[src/rtl/pipeline_arbiter_round_robin_pkg.sv]
// rtl/pipeline_arbiter_round_robin_pkg.sv - shared defaults and index helper for the round-robin pipeline arbiter
package pipeline_arbiter_round_robin_pkg;

   localparam int DEFAULT_WORD_WIDTH  = 8;
   localparam int DEFAULT_INPUT_COUNT = 4;
   localparam int DEFAULT_ADDR_WIDTH  = 2;

   // Single-step wrap; callers never pass a value at or beyond twice the count.
   function automatic int wrap_index(input int value, input int count);
      return (value >= count) ? value - count : value;
   endfunction

endpackage

[src/rtl/pipeline_arbiter_round_robin_arbiter.sv]
// rtl/pipeline_arbiter_round_robin_arbiter.sv - combinational round-robin grant search starting at a pointer
module arbiter_round_robin
   import pipeline_arbiter_round_robin_pkg::*;
#(
   parameter int REQUEST_COUNT = DEFAULT_INPUT_COUNT,
   parameter int INDEX_WIDTH   = DEFAULT_ADDR_WIDTH
) (
   input  logic [REQUEST_COUNT-1:0] requests,
   input  logic [INDEX_WIDTH-1:0]   pointer,
   output logic [INDEX_WIDTH-1:0]   grant,
   output logic                     grant_valid
);

   int idx;

   // Scan farthest-first so the requester nearest the pointer is the last writer.
   always_comb begin
      grant       = '0;
      grant_valid = 1'b0;
      idx         = 0;
      for (int k = REQUEST_COUNT - 1; k >= 0; k--) begin
         idx = wrap_index(int'(pointer) + k, REQUEST_COUNT);
         if (requests[idx]) begin
            grant       = idx[INDEX_WIDTH-1:0];
            grant_valid = 1'b1;
         end
      end
   end

endmodule

[src/rtl/pipeline_arbiter_round_robin.sv]
// rtl/pipeline_arbiter_round_robin.sv - round-robin merge of valid/ready requesters into one registered output stage
module pipeline_arbiter_round_robin
   import pipeline_arbiter_round_robin_pkg::*;
#(
   parameter int  WORD_WIDTH  = DEFAULT_WORD_WIDTH,
   parameter int  INPUT_COUNT = DEFAULT_INPUT_COUNT,
   parameter int  ADDR_WIDTH  = DEFAULT_ADDR_WIDTH,
   localparam int TOTAL_WIDTH = WORD_WIDTH * INPUT_COUNT
) (
   input  logic                   clock,
   input  logic                   clear,
   input  logic [INPUT_COUNT-1:0] input_valid,
   output logic [INPUT_COUNT-1:0] input_ready,
   input  logic [TOTAL_WIDTH-1:0] input_data,
   output logic                   output_valid,
   input  logic                   output_ready,
   output logic [WORD_WIDTH-1:0]  output_data,
   output logic [ADDR_WIDTH-1:0]  output_source
);

   logic [ADDR_WIDTH-1:0] pointer_q, pointer_d;
   logic [ADDR_WIDTH-1:0] grant;
   logic                  grant_valid;
   logic                  can_load;
   logic                  load;
   logic                  output_valid_q, output_valid_d;
   logic [WORD_WIDTH-1:0] output_data_q, output_data_d;
   logic [ADDR_WIDTH-1:0] output_source_q, output_source_d;

   arbiter_round_robin #(
      .REQUEST_COUNT (INPUT_COUNT),
      .INDEX_WIDTH   (ADDR_WIDTH)
   ) u_arbiter (
      .requests    (input_valid),
      .pointer     (pointer_q),
      .grant       (grant),
      .grant_valid (grant_valid)
   );

   // output_ready feeds input_ready combinationally so a draining stage can refill in the same cycle.
   assign can_load = ~output_valid_q | output_ready;

   always_comb begin
      input_ready     = '0;
      load            = 1'b0;
      pointer_d       = pointer_q;
      output_valid_d  = output_valid_q;
      output_data_d   = output_data_q;
      output_source_d = output_source_q;
      if (!clear && can_load && grant_valid) begin
         input_ready[grant] = 1'b1;
         load               = input_valid[grant];
      end
      if (load) begin
         output_data_d   = input_data[grant*WORD_WIDTH +: WORD_WIDTH];
         output_source_d = grant;
         output_valid_d  = 1'b1;
         pointer_d       = (grant == ADDR_WIDTH'(INPUT_COUNT - 1)) ? '0 : grant + ADDR_WIDTH'(1);
      end else if (output_ready) begin
         output_valid_d = 1'b0;
      end
   end

   always_ff @(posedge clock) begin
      if (clear) begin
         pointer_q       <= '0;
         output_valid_q  <= 1'b0;
         output_data_q   <= '0;
         output_source_q <= '0;
      end else begin
         pointer_q       <= pointer_d;
         output_valid_q  <= output_valid_d;
         output_data_q   <= output_data_d;
         output_source_q <= output_source_d;
      end
   end

   assign output_valid  = output_valid_q;
   assign output_data   = output_data_q;
   assign output_source = output_source_q;

endmodule
[config.mk]
export PLATFORM = sky130hd
export DESIGN_NAME = pipeline_arbiter_round_robin
export DESIGN_NICKNAME = d
export VERILOG_FILES = /design/src/rtl/pipeline_arbiter_round_robin_pkg.sv /design/src/rtl/pipeline_arbiter_round_robin_arbiter.sv /design/src/rtl/pipeline_arbiter_round_robin.sv
export SDC_FILE = /design/constraint.sdc
export NUM_CORES = 1
export LEC_CHECK = 0
export CAP_MARGIN = 15
export CORE_AREA = 2 2 44 46
export CTS_CLUSTER_DIAMETER = 100
export CTS_CLUSTER_SIZE = 30
export DETAILED_ROUTE_END_ITERATION = 10
export DIE_AREA = 0 0 46 48
export DONT_BUFFER_PORTS = 1
export PLACE_DENSITY = 0.69
export SLEW_MARGIN = 20
export SYNTH_ARGS = -nofsm -noshare
export SYNTH_HDL_FRONTEND = slang
export SYNTH_SLANG_ARGS = --single-unit
export TNS_END_PERCENT = 50
[constraint.sdc]
create_clock -name clock -period 4.4 [get_ports clock]
set_clock_uncertainty 0.05 [all_clocks]
set_input_delay 0.88 -clock clock [delete_from_list [all_inputs] [get_ports clock]]
set_output_delay 0.88 -clock clock [all_outputs]
set_load 0.01 [all_outputs]
# Yosys cells after proc, flatten, opt, wreduce, memory -nomap -nowiden
# Index checks and enable logic that the tools add are counted.
totals:
  wordCells: 64
  in_bits: 39
  regBits: 13
classes:
  n_eq_ne: 1
  n_addsub: 8
  n_mux: 33
  shift: 1
  bitwise: 2
  reduce_logical: 5
  order_cmp: 10
op_table:
  columns: ["operator", "count"]
  rows:
  - ["$lt A32 B4 Y1 const B", 4]
  - ["$mux W32", 4]
  - ["$ge A32 B4 Y1 const B", 3]
  - ["$sub A32 B4 Y32 const B", 3]
  - ["$shiftx A32 B6 Y8", 1]
  - ["$mux W1", 17]
  - ["$bmux W1 S2", 5]
  - ["$mux W2", 5]
  - ["$add A2 B2 Y3 const B", 2]
  - ["$mux W4", 1]
  - ["$sub A2 B3 Y4 const B", 1]
  - ["$add A2 B1 Y3 const B", 1]
  - ["$ge A2 B3 Y1 const B", 1]
  - ["$logic_and A1 B1 Y1", 3]
  - ["$lt A2 B3 Y1 const B", 1]
  - ["$add A2 B1 Y2 const B", 1]
  - ["$demux W1 S2", 1]
  - ["$eq A2 B2 Y1 const B", 1]
  - ["$ge A2 B1 Y1 const B", 1]
  - ["$reduce_bool A2 Y1", 1]
  - ["$logic_not A1 Y1", 1]
  - ["$not A1 Y1", 1]
  - ["$or A1 B1 Y1", 1]

# Depth between registers and ports, before layout
logic_depth:
  depth_word: 15
  mapped_depth: 7
  mapped_depth_nobuf: 6

# Hierarchy
# Synthesis repeated with hierarchy kept, for this count alone.
unflattened:
  cells_unflattened: 78
  hier_area_um2: 935.9
by_module_without_submodules:
  columns: ["mod", "cells_each", "area_per_inst_um2", "n_inst"]
  rows:
  - ["pipeline_arbiter_round_robin", 65, 858.3, 1]
  - ["arbiter_round_robin", 13, 77.6, 1]

# Worst setup path before layout
# OpenSTA, ideal clock, no wires.
synth_timing:
  path_kind: "input to output"
  start: "input input_valid[0]"
  end: "output input_ready[0]"
  path_slack_ps: 1291
  arrival_time_ps: 2179
  required_ps: 3470
  stages: 7
  path_buffers: 1
  cell_sequence: "nor2b_4 > or4_4 > nand2_8 > buf_12 > inv_1 > ha_1 > and2_1"
synth_between:
  elab_chain_cells: 12
  elab_cells_between_ends: 27
synth_lines:
  columns: ["element", "line_no", "source"]
  rows:
  - ["from (decl)", "pipeline_arbiter_round_robin.sv:12", "input logic [INPUT_COUNT-1:0] input_valid,"]
  - ["$bmux W1 S2", "pipeline_arbiter_round_robin_arbiter.sv:23", "if (requests[idx]) begin"]
  - ["$mux W1 (not written as such) (2 in a row)", "pipeline_arbiter_round_robin_arbiter.sv:23", null]
  - ["$mux W2 (3 in a row)", "pipeline_arbiter_round_robin_arbiter.sv:23", null]
  - ["$mux W2 *", "pipeline_arbiter_round_robin_arbiter.sv:23", null]
  - ["via grant[0]", "pipeline_arbiter_round_robin.sv:22", "logic [ADDR_WIDTH-1:0] grant;"]
  - ["$lt A2 B3 Y1 (not written as such) / $ge A2 B1 Y1 (equally long branches)", "pipeline_arbiter_round_robin.sv:51", "input_ready[grant] = 1'b1;"]
  - ["$logic_and A1 B1 Y1 (not written as such)", "pipeline_arbiter_round_robin.sv:51", null]
  - ["$mux W1 (not written as such)", "pipeline_arbiter_round_robin.sv:51", null]
  - ["$demux W1 S2 *", "pipeline_arbiter_round_robin.sv:51", null]
  - ["$mux W4 *", "pipeline_arbiter_round_robin.sv:50", "if (!clear && can_load && grant_valid) begin"]
  - ["to (decl)", "pipeline_arbiter_round_robin.sv:13", "output logic [INPUT_COUNT-1:0] input_ready,"]
# The timed path passes the listed nets; every way through them passes the cells marked *. The select of a mux whose other input is x is not followed.

# Worst setup path in the final report
layout_timing:
  start: "input input_valid[0]"
  end: "output input_ready[2]"
layout_between:
  elab_chain_cells: 12
  elab_cells_between_ends: 27
layout_lines:
  columns: ["element", "line_no"]
  rows:
  - ["$bmux W1 S2", "pipeline_arbiter_round_robin_arbiter.sv:23"]
  - ["$mux W1 (not written as such) (2 in a row)", "pipeline_arbiter_round_robin_arbiter.sv:23"]
  - ["$mux W2 (4 in a row)", "pipeline_arbiter_round_robin_arbiter.sv:23"]
  - ["$lt A2 B3 Y1 (not written as such) / $ge A2 B1 Y1 (equally long branches)", "pipeline_arbiter_round_robin.sv:51"]
  - ["$logic_and A1 B1 Y1 (not written as such)", "pipeline_arbiter_round_robin.sv:51"]
  - ["$mux W1 (not written as such)", "pipeline_arbiter_round_robin.sv:51"]
  - ["$demux W1 S2", "pipeline_arbiter_round_robin.sv:51"]
  - ["$mux W4 *", "pipeline_arbiter_round_robin.sv:50"]
# Every way passes the cells marked *; elsewhere a longest branch is shown, timed or not. The select of a mux whose other input is x is not followed.

==> run_summary.xml <==
<?xml version="1.0" encoding="UTF-8"?>
<metrics>
  <group name="run_status">
    <metric name="run_status" unit="">finished clean</metric>
  </group>
  <group name="drt">
    <metric name="vias" unit="">672</metric>
    <metric name="finalWirelength" unit="mm">1.73</metric>
    <metric name="ant_nets" unit="">0</metric>
    <metric name="drt-vias-per-instance" unit="">6.28</metric>
    <metric name="drt_first_iter_violations" unit="">3</metric>
    <metric name="routed_wire_per_std_cell" unit="µm">16.1</metric>
    <metric name="first_pass_iters" unit="">3</metric>
    <metric name="drc" unit="">0</metric>
  </group>
  <group name="grt">
    <metric name="grt_start_max_net_pins" unit="">20</metric>
    <metric name="initial_antenna_violation_count" unit="">0</metric>
    <metric name="grt_use_total" unit="%">16.2</metric>
    <metric name="first_global_vias" unit="">559</metric>
    <metric name="grt_first_pass_wirelength" unit="mm">2.50</metric>
    <metric name="gr-total-overflow" unit="">0</metric>
  </group>
  <group name="sta">
    <metric name="setup-violations-final" unit="">0</metric>
    <metric name="final.setup.worst_slack" unit="ns">1.31</metric>
    <metric name="final-max-slew-violation-count" unit="">0</metric>
    <metric name="grt_setup_unrepaired" unit="">no</metric>
    <metric name="worstMarginPinSlew" unit="ns">0.783</metric>
    <metric name="final_hold_viol_count" unit="">0</metric>
    <metric name="timing.setup.tns" unit="ns">0</metric>
    <metric name="final.period_utilization" unit="%">70.3</metric>
    <metric name="final_period_minus_worst_setup_slack" unit="ns">3.09</metric>
    <metric name="timing_limited_maximum_frequency" unit="GHz">0.323</metric>
    <metric name="slew_headroom" unit="%">47.5</metric>
  </group>
  <group name="critical_path">
    <metric name="critical_path.endpoint_type" unit="">primary output</metric>
    <metric name="timing.critical_path.required" unit="ns">3.47</metric>
    <metric name="worstPathArrival" unit="ns">2.16</metric>
    <metric name="crit_path_start_kind" unit="">input port</metric>
    <metric name="crit_path_max_fo" unit="">19</metric>
    <metric name="path_class" unit="">in -&gt; out</metric>
  </group>
  <group name="placement">
    <metric name="placement.setup.worst_slack" unit="ns">1.30</metric>
    <metric name="total_of_buffers_placed_on_input_and_output_ports" unit="">0</metric>
    <metric name="detailedPlacementHpwl" unit="mm">1.32</metric>
    <metric name="place_congestion" unit="">0.708</metric>
  </group>
  <group name="synthesis">
    <metric name="syn_nets" unit="">133</metric>
    <metric name="post_synth_fa_ha_maj_area_fraction" unit="%">5.10</metric>
    <metric name="synth-seq-cells" unit="">13</metric>
    <metric name="ys.warnings.count" unit="">0</metric>
    <metric name="main_combinational_cell_family_by_area_after_synthesis" unit="">simple AND/OR/NAND/NOR gates</metric>
    <metric name="synth_mux_area_share" unit="%">21.4</metric>
    <metric name="synth-seq-area-share" unit="%">26.5</metric>
    <metric name="synth_simple_gate_area_share" unit="%">28.7</metric>
    <metric name="synth_compound_area_share" unit="%">11.7</metric>
    <metric name="postSynthCellCount" unit="">90</metric>
    <metric name="netlist-cell-type-count" unit="">28</metric>
    <metric name="syn_area_per_cell" unit="µm²">10.9</metric>
    <metric name="syn_area" unit="µm²">981</metric>
    <metric name="synth-xor-area-share" unit="%">0</metric>
  </group>
  <group name="cts">
    <metric name="post_cts_setup_inserts" unit="">0</metric>
    <metric name="clk_pin_slew" unit="ns">0.07</metric>
    <metric name="clock_tree.htree_level_count" unit="">1</metric>
    <metric name="number_of_buffers_created_by_cts" unit="">3</metric>
    <metric name="cts-root-buf" unit="">sky130_fd_sc_hd__clkbuf_4</metric>
    <metric name="tritoncts_clock_tree" unit="">done</metric>
    <metric name="clk-insertion-delay-late" unit="ns">0.28</metric>
    <metric name="post_cts.resized_instances" unit="">0</metric>
    <metric name="cts.path.max_buffers" unit="">2</metric>
    <metric name="cts-hold-fix-buffers" unit="">0</metric>
    <metric name="clock_sink_count" unit="">13</metric>
  </group>
  <group name="cells_and_area">
    <metric name="multiInputGateArea" unit="µm²">657</metric>
    <metric name="share_of_cells_above_drive_strength_1" unit="%">32.2</metric>
    <metric name="fillCellCount" unit="">166</metric>
    <metric name="antenna_cells" unit="">0</metric>
    <metric name="final-seq-area" unit="µm²">260</metric>
    <metric name="layout.nets" unit="">134</metric>
    <metric name="syn2layout_area_growth" unit="%">-0.893</metric>
  </group>
  <group name="worst_hold_path">
    <metric name="worst_hold_path_type" unit="">reg -&gt; reg</metric>
  </group>
  <group name="floorplan">
    <metric name="io_pins" unit="">54</metric>
    <metric name="fp.coreArea" unit="µm²">1690</metric>
    <metric name="die-width" unit="µm">46</metric>
    <metric name="rows" unit="">15</metric>
    <metric name="dieHeight" unit="µm">48</metric>
    <metric name="initial_standard_cell_utilization_of_the_core" unit="%">58.1</metric>
    <metric name="dieArea" unit="µm²">2210</metric>
  </group>
  <group name="pwr">
    <metric name="vdd_drop_max" unit="V">0.000221</metric>
    <metric name="cellLeakagePower" unit="nW">0.384</metric>
    <metric name="cellPowerDensity" unit="nW/µm²">331</metric>
    <metric name="power" unit="mW">0.321</metric>
  </group>
  <group name="flow_run">
    <metric name="drv_cap" unit="">0</metric>
  </group>
</metrics>
layer usage:
| metal | vias up | share of wire [%] | wire, µm | GRT usage, % |
|---|---|---|---|---|
| met4 | 0 | 0 | 0 | 1.71 |
| met1 | 305 | 44 | 765 | 18.8 |
| met2 | 33 | 45 | 784 | 26.7 |
| met3 | 0 | 10 | 175 | 9.43 |
| met5 | - | 0 | 0 | 0 |
| li1 | 334 | - | - | - |
cell usage in the layout, fill, tap and decap left out:
cell | synthesis | routed
sky130_fd_sc_hd__clkbuf_1 | 0 | 1
sky130_fd_sc_hd__nor3_1 | 2 | 2
sky130_fd_sc_hd__or4_4 | 1 | 1
sky130_fd_sc_hd__and2_1 | 4 | 4
sky130_fd_sc_hd__a221o_1 | 8 | 8
sky130_fd_sc_hd__mux2_2 | 8 | 8
sky130_fd_sc_hd__dfxtp_1 | 13 | 13
sky130_fd_sc_hd__nor2_2 | 2 | 2
sky130_fd_sc_hd__nand2_8 | 1 | 1
sky130_fd_sc_hd__nand2_1 | 2 | 2
sky130_fd_sc_hd__nor3b_2 | 1 | 1
sky130_fd_sc_hd__nor2b_1 | 3 | 3
sky130_fd_sc_hd__nand2b_1 | 2 | 2
sky130_fd_sc_hd__nor2b_4 | 1 | 1
sky130_fd_sc_hd__a21oi_1 | 5 | 5
sky130_fd_sc_hd__clkbuf_4 | 0 | 3
sky130_fd_sc_hd__nor2_1 | 5 | 5
sky130_fd_sc_hd__nand4b_2 | 1 | 1
sky130_fd_sc_hd__nor3_2 | 1 | 1
sky130_fd_sc_hd__nor3b_1 | 8 | 8
sky130_fd_sc_hd__mux2_4 | 8 | 8
sky130_fd_sc_hd__nor4_1 | 1 | 1
sky130_fd_sc_hd__ha_1 | 4 | 4
sky130_fd_sc_hd__or3_1 | 1 | 1
sky130_fd_sc_hd__o21ba_2 | 1 | 1
sky130_fd_sc_hd__inv_1 | 2 | 2
sky130_fd_sc_hd__nor4_4 | 1 | 1
cells in the mapped netlist, drive strengths merged:
library cell,instances,share of area [%]
buf,3,4.3
nand4b,1,1.5
dfxtp,13,27
nor4,2,2.8
and2,4,2.6
nor3,3,2.0
or4,1,1.1
nand2,3,2.8
clkbuf,1,1.4
nor2,7,3.2
o21ba,1,1.0
mux2,16,21
nor3b,9,7.4
nand2b,2,1.3
or3,1,0.64
a21oi,5,2.6
a221o,8,8.2
ha,4,5.1
nor2b,4,3.3
inv,2,0.77
where the power goes:
part           switching [mW]  internal (mW)
Combinational          0.0417         0.0545
Clock                  0.0386         0.0352
Sequential             0.0177          0.134
Total                  0.0980          0.223
path summary, 6_finish.rpt:
path / slack, ns / endpoint / cells past startpoint / startpoint
max: 1.31 / input_ready[2] / 6 / input_valid[0]
min: 0.47 / pointer_q[1] / 2 / pointer_q[1]
max reg2reg: 2.31 / output_data[6] / 5 / pointer_q[0]
min reg2reg: 0.47 / pointer_q[1] / 2 / pointer_q[1]
worst max-delay path: stages:
cell	delay, ns
sky130_fd_sc_hd__nor2b_4	0.11
sky130_fd_sc_hd__or4_4	0.55
sky130_fd_sc_hd__nand2_8	0.18
sky130_fd_sc_hd__inv_1	0.08
sky130_fd_sc_hd__ha_1	0.19
sky130_fd_sc_hd__and2_1	0.16
sequential cells by signal (all words and copies together), names as in the netlist:
| signal | flops |
|---|---|
| output_valid | 1 |
| pointer_q | 2 |
| output_data | 8 |
| output_source | 2 |
cells by family (layout without fill, tap and decap cells):
group           count (synthesis)  in the layout
flops                          13             13
simple gates                   37             37
mux                            16             16
fa+ha+maj                       4              4
buf+inv                         6              6
compound gates                 14             14
area by class of cell:
type	instances	area share, %
Clock buffer	4	2.70
Inverter	2	0.772
Multi-Input combinational cell	71	67.6
Sequential cell	13	26.8
Tap cell	17	2.19
metrics by stage:
| step | hold slack (ns) | area (µm²) | util (%) | instances |
|---|---|---|---|---|
| final | 0.475 | 972 | 57.6 | 107 |
| after global routing | 0.509 | 972 | 57.6 | 107 |
| after CTS | 0.482 | 972 | 57.6 | 107 |
| after detailed placement | 0.472 | 946 | 56.0 | 103 |
| after global placement | 0.458 | 946 | 56.0 | 103 |
| after floorplan | 0.428 | 981 | - | 90 |
(Power assumes the default switching activity.)
